File: config.mk
export PLATFORM = sky130hd
export DESIGN_NAME = cdb_arbiter
export DESIGN_NICKNAME = d
export VERILOG_FILES = /design/src/rtl/cdb_arbiter.sv
export SDC_FILE = /design/constraint.sdc
export NUM_CORES = 1
export LEC_CHECK = 0
export BUFFER_PORTS_ARGS = -buffer_cell sky130_fd_sc_hd__clkbuf_2
export CAP_MARGIN = 20
export CORE_ASPECT_RATIO = 0.7
export CORE_MARGIN = 1.5
export CORE_UTILIZATION = 45
export DETAILED_ROUTE_END_ITERATION = 16
export MAX_ROUTING_LAYER = met4
export PLACE_DENSITY_LB_ADDON = 0.12
export SLEW_MARGIN = 20
export SYNTH_ARGS = -nofsm -noshare
export SYNTH_HDL_FRONTEND = slang
export SYNTH_SLANG_ARGS = --single-unit
File: constraint.sdc
create_clock -name clock -period 5.8 [get_ports clock]
set_input_delay 0 -clock clock [delete_from_list [all_inputs] [get_ports clock]]
set_output_delay 0 -clock clock [all_outputs]
set_load 0.005 [all_outputs]
File: src/rtl/cdb_arbiter.sv
// Common-data-bus arbiter: one hold buffer per functional unit, round-robin
// selection of a single registered broadcast per cycle, with squash on flush.
module cdb_arbiter #(
    parameter int NUM_REQ = 4,
    parameter int TAG_W   = 6,
    parameter int VAL_W   = 64,
    localparam int SRC_W  = $clog2(NUM_REQ),
    localparam int PCNT_W = $clog2(NUM_REQ + 1)
) (
    input  logic                       clock,
    input  logic                       reset,
    input  logic                       flush,
    input  logic [NUM_REQ-1:0]         req_valid,
    input  logic [NUM_REQ*TAG_W-1:0]   req_tag,
    input  logic [NUM_REQ*VAL_W-1:0]   req_value,
    output logic [NUM_REQ-1:0]         req_ready,
    output logic                       cdb_valid,
    output logic [TAG_W-1:0]           cdb_tag,
    output logic [VAL_W-1:0]           cdb_value,
    output logic [SRC_W-1:0]           cdb_src,
    output logic [PCNT_W-1:0]          pending_cnt
);

    function automatic logic [PCNT_W-1:0] popcount(input logic [NUM_REQ-1:0] vec);
        logic [PCNT_W-1:0] cnt;
        cnt = '0;
        for (int i = 0; i < NUM_REQ; i++) begin
            cnt = cnt + PCNT_W'(vec[i]);
        end
        return cnt;
    endfunction

    logic [NUM_REQ-1:0]             buf_valid_r;
    logic [NUM_REQ-1:0][TAG_W-1:0]  buf_tag_r;
    logic [NUM_REQ-1:0][VAL_W-1:0]  buf_value_r;
    logic [SRC_W-1:0]               rr_ptr_r;
    logic                           cdb_valid_r;
    logic [TAG_W-1:0]               cdb_tag_r;
    logic [VAL_W-1:0]               cdb_value_r;
    logic [SRC_W-1:0]               cdb_src_r;
    logic [PCNT_W-1:0]              pending_cnt_r;

    logic [NUM_REQ-1:0]             grant_s;
    logic                           grant_any_s;
    logic [SRC_W-1:0]               grant_idx_s;
    logic [SRC_W-1:0]               rr_next_s;
    logic [NUM_REQ-1:0]             req_ready_s;
    logic [NUM_REQ-1:0]             accept_s;
    logic [NUM_REQ-1:0]             buf_valid_nxt_s;

    // Round-robin search upward from rr_ptr, wrapping at NUM_REQ-1; first valid buffer wins.
    always_comb begin
        grant_s     = '0;
        grant_any_s = 1'b0;
        grant_idx_s = '0;
        for (int k = 0; k < NUM_REQ; k++) begin
            int idx_v;
            idx_v = (int'(rr_ptr_r) + k) % NUM_REQ;
            if (buf_valid_r[SRC_W'(idx_v)] && !grant_any_s) begin
                grant_any_s                = 1'b1;
                grant_idx_s                = SRC_W'(idx_v);
                grant_s[SRC_W'(idx_v)]     = 1'b1;
            end else begin
                grant_any_s = grant_any_s;
            end
        end
    end

    // Pointer advances past the winner, wrapping explicitly for non-power-of-two NUM_REQ.
    always_comb begin
        rr_next_s = '0;
        if (grant_idx_s == SRC_W'(NUM_REQ - 1)) begin
            rr_next_s = '0;
        end else begin
            rr_next_s = grant_idx_s + SRC_W'(1);
        end
    end

    // A buffer can take a new result if empty or being drained this cycle; flush blocks all.
    always_comb begin
        req_ready_s     = '0;
        accept_s        = '0;
        buf_valid_nxt_s = buf_valid_r;
        for (int i = 0; i < NUM_REQ; i++) begin
            req_ready_s[i] = ~flush & (~buf_valid_r[i] | grant_s[i]);
            accept_s[i]    = req_valid[i] & req_ready_s[i];
            if (accept_s[i]) begin
                buf_valid_nxt_s[i] = 1'b1;
            end else if (grant_s[i]) begin
                buf_valid_nxt_s[i] = 1'b0;
            end else begin
                buf_valid_nxt_s[i] = buf_valid_r[i];
            end
        end
    end

    // State update: reset dominates flush, flush dominates normal accept/broadcast.
    always_ff @(posedge clock) begin
        if (!reset) begin
            buf_valid_r   <= '0;
            buf_tag_r     <= '0;
            buf_value_r   <= '0;
            rr_ptr_r      <= '0;
            cdb_valid_r   <= 1'b0;
            cdb_tag_r     <= '0;
            cdb_value_r   <= '0;
            cdb_src_r     <= '0;
            pending_cnt_r <= '0;
        end else if (flush) begin
            buf_valid_r   <= '0;
            cdb_valid_r   <= 1'b0;
            pending_cnt_r <= '0;
        end else begin
            buf_valid_r   <= buf_valid_nxt_s;
            pending_cnt_r <= popcount(buf_valid_nxt_s);
            for (int i = 0; i < NUM_REQ; i++) begin
                if (accept_s[i]) begin
                    buf_tag_r[i]   <= req_tag[i*TAG_W +: TAG_W];
                    buf_value_r[i] <= req_value[i*VAL_W +: VAL_W];
                end
            end
            // The old entry is read out here even if the same buffer is refilled this edge.
            if (grant_any_s) begin
                cdb_valid_r <= 1'b1;
                cdb_tag_r   <= buf_tag_r[grant_idx_s];
                cdb_value_r <= buf_value_r[grant_idx_s];
                cdb_src_r   <= grant_idx_s;
                rr_ptr_r    <= rr_next_s;
            end else begin
                cdb_valid_r <= 1'b0;
            end
        end
    end

    assign req_ready   = req_ready_s;
    assign cdb_valid   = cdb_valid_r;
    assign cdb_tag     = cdb_tag_r;
    assign cdb_value   = cdb_value_r;
    assign cdb_src     = cdb_src_r;
    assign pending_cnt = pending_cnt_r;

endmodule

==> results.ini <==
[timing]
tightest_slew_ps=1088
fin_crit_sh=0.7463
finalSetupViolCount=0
finalHoldViolCount=0
period_needed_ps=4329
tns_ps=0
grt_setup_unrepaired=false
worst_slack_ps=1472
skew_ps=14.46
slew_headroom=0.2717
final-max-slew-violation-count=0
fmax_mhz=231.0

[synthesis]
yosysUniqueCellTypes=53
synthCells=1949
synthFlopType=dfxtp_1
seq_area_frac_synth=0.4196
synth_top_cell_area_share=0.4196
synthTopCellsByArea=dfxtp_1, mux2i_1, nand3_1
ys_warn_count=0
synth_edf_count=0
syn_nets=2247
yosysTopAreaCell=dfxtp_1
synth-seq-cells=362
synth_area_per_cell_um2=8.861
synthesis.area_um2=17270
async_flop_share=0

[place]
hpwlAfterDp_um=33580
io_buffers=366
dp_slack_ps=1478
place_congestion=0.8731
dp_cells=2624

[final_layout]
syn_to_final_growth_pct=34.75
fin_cells=2979
num-fill-cells=3182
multiInputGateArea_um2=9116
layout-drive-gt1-share=0.1914
regArea_um2=7247
final_nets=2758

[routing]
drt_iter0_markers=1135
wl_per_cell_um=18.78
routed_wl_um=55930
postRouteAntennaNets=0
first_pass_iters=7
vias=16940
drc_errors=0
via_per_inst=5.687

[run_status]
status=complete, no violations

[clocking]
htreeDepth=2
cts.sinks=362
clockBufferDepth=3
cts.root.buffer_cell=clkbuf_16
cts.reportedPaths.clkPinSlew_ps=60
clock_latency_ps=540
cts_buffers=38
cts_tree=built

[die]
die_y_um=166.9
rows=59
fp.coreArea_um2=37500
die_x_um=237.2
ios=367
initial_core_util=0.4605
dieArea_um2=39580

[global_routing]
grt_pass1_vias=16810
grt_max_degree=163
grt_first_pass_wirelength_um=89250
grt_antenna_before_repair=4
grt_overflow=0
grt_usage=0.2815

[worst_hold_path]
min_path_type=in -> reg
hold_start=reset

[power]
power_switching_share=0.2688
vdd_drop_max_uv=240.3
switching_power_mw=1.741
clock_power_share=0.413
p_leak_nw=9.779
p_seq_frac=0.416
power_density_nw_per_um2=278.2
internal_power_mw=4.734
finalPower_mw=6.475
power_frac_comb=0.171

[flow_run]
maxCapViolations=0

[setup_path]
cp-end-kind=register
arrival_ps=4760
worstPathRequired_ps=6230
cp-start-kind=register
r2r_start=rr_ptr_r[1]
critPathLaunch=rr_ptr_r[1]
critPathKind=reg -> reg
worstPathMaxFanout=73

## Yosys cell counts, types with 3 or more instances
| cell type | instances |
|---|---|
| dfxtp_1 | 362 |
| nand2_1 | 214 |
| mux2i_1 | 212 |
| nand3_1 | 212 |
| clkbuf_1 | 157 |
| nor2b_1 | 146 |
| o21ai_0 | 143 |
| a21oi_1 | 75 |
| a21o_1 | 71 |
| o211ai_1 | 71 |
| a41oi_1 | 70 |
| o221ai_1 | 70 |
| buf_2 | 30 |
| buf_6 | 17 |
| nor2_1 | 12 |
| ha_1 | 10 |
| inv_1 | 10 |
| and2_1 | 7 |
| a211oi_1 | 4 |
| mux4_2 | 4 |
| o21a_1 | 4 |
| and3_1 | 3 |
| buf_4 | 3 |
| nor3_1 | 3 |
## registers in the layout (all words and copies together) (netlist names), named ones only
register     flops
buf_valid_r      4
cdb_tag          6
pending_cnt      3
rr_ptr_r         1
cdb_src          2
buf_tag_r       24
cdb_valid        1
buf_value_r    256
cdb_value       64
## power groups by stage
stage          clock, mW  combinational [mW]  sequential [mW]
5_1_grt             2.83                1.19             2.71
3_3_place_gp           0               0.921             2.74
2_1_floorplan          0               0.634             2.73
4_1_cts             2.72                1.10             2.69
3_5_place_dp           0               0.935             2.75
6_report            2.67                1.11             2.69
## worst max-delay path, cell delays in order, from the launching register on
cell     delay (ps)
dfxtp_1         550
inv_1           240
ha_1            570
mux4_2          630
nor2b_1         310
a31oi_4         120
and2_4          430
a21o_1          290
fa_1            480
ha_1            210
ha_1            260
and2_1          130
## layer usage
| metal | part of all wire | GRT usage |
|---|---|---|
| met5 | 0 | - |
| met4 | 0.018 | 0.06840 |
| met3 | 0.050 | 0.04293 |
| met2 | 0.47 | 0.4609 |
| met1 | 0.46 | 0.3651 |
## what timing repair did
| action | 4_1_cts | 5_1_grt |
|---|---|---|
| hold buffers | 284 | 0 |
| resized for setup | 0 | 0 |
| buffers inserted | 0 | 0 |
| hold endpoints to repair | 285 | 0 |
| setup endpoints to repair | 0 | 0 |
## worst paths after layout
path              cells after the start  slack (ps)                to
setup / recovery                     11        1470    pending_cnt[1]
hold reg to reg                       2         470   buf_value_r[67]
hold / removal                        3          30  buf_value_r[122]
setup reg to reg                     11        1470    pending_cnt[1]
## cell families after synthesis
| logic type | share of synthesized area |
|---|---|
| simple gates | 0.1769 |
| compound gates | 0.2073 |
| flops | 0.4196 |
| mux | 0.1294 |
| buf+inv | 0.05738 |
| fa+ha+maj | 0.008404 |
| xor+xnor | 0.001014 |
## final cells by class
class                      instances  share of cell area
inverter                          10            0.001613
antenna                            4           0.0004301
clock inverter                    16             0.01129
clock buffer                      51             0.04699
sequential                       362              0.3114
timing repair buffer             678              0.2103
tap                              488             0.02624
multi-input combinational       1370              0.3917
## placed cells by master, fill, tap and decap left out, types with 3 or more instances in the layout
cell type / n
clkbuf_2: 365
dfxtp_1: 362
dlygate4sd3_1: 284
nand2_1: 213
mux2i_1: 212
nand3_1: 212
nor2b_1: 145
o21ai_0: 143
a21oi_1: 75
o211ai_1: 71
a21o_1: 71
a41oi_1: 70
o221ai_1: 70
clkbuf_16: 41
buf_4: 28
nor2_1: 12
inv_1: 10
ha_1: 10
clkbuf_1: 7
bufinv_16: 7
clkinv_2: 7
and2_1: 5
diode_2: 4
mux4_2: 4
a211oi_1: 4
and3_1: 3
nor3_1: 3
o21a_1: 3
clkbuf_8: 3
## per-stage QoR
step / instance area (µm²) / hold slack, ps / util
final: 23270 / 34.50 / 0.6206
after global routing: 23270 / 98.03 / 0.6206
after CTS: 23260 / 23.67 / 0.6203
after detailed placement: 19060 / 237.0 / 0.5083
after global placement: 19060 / 234.0 / 0.5083
after floorplan: 17270 / 123.8 / -
No activity file was read; power rests on OpenSTA's default activity.
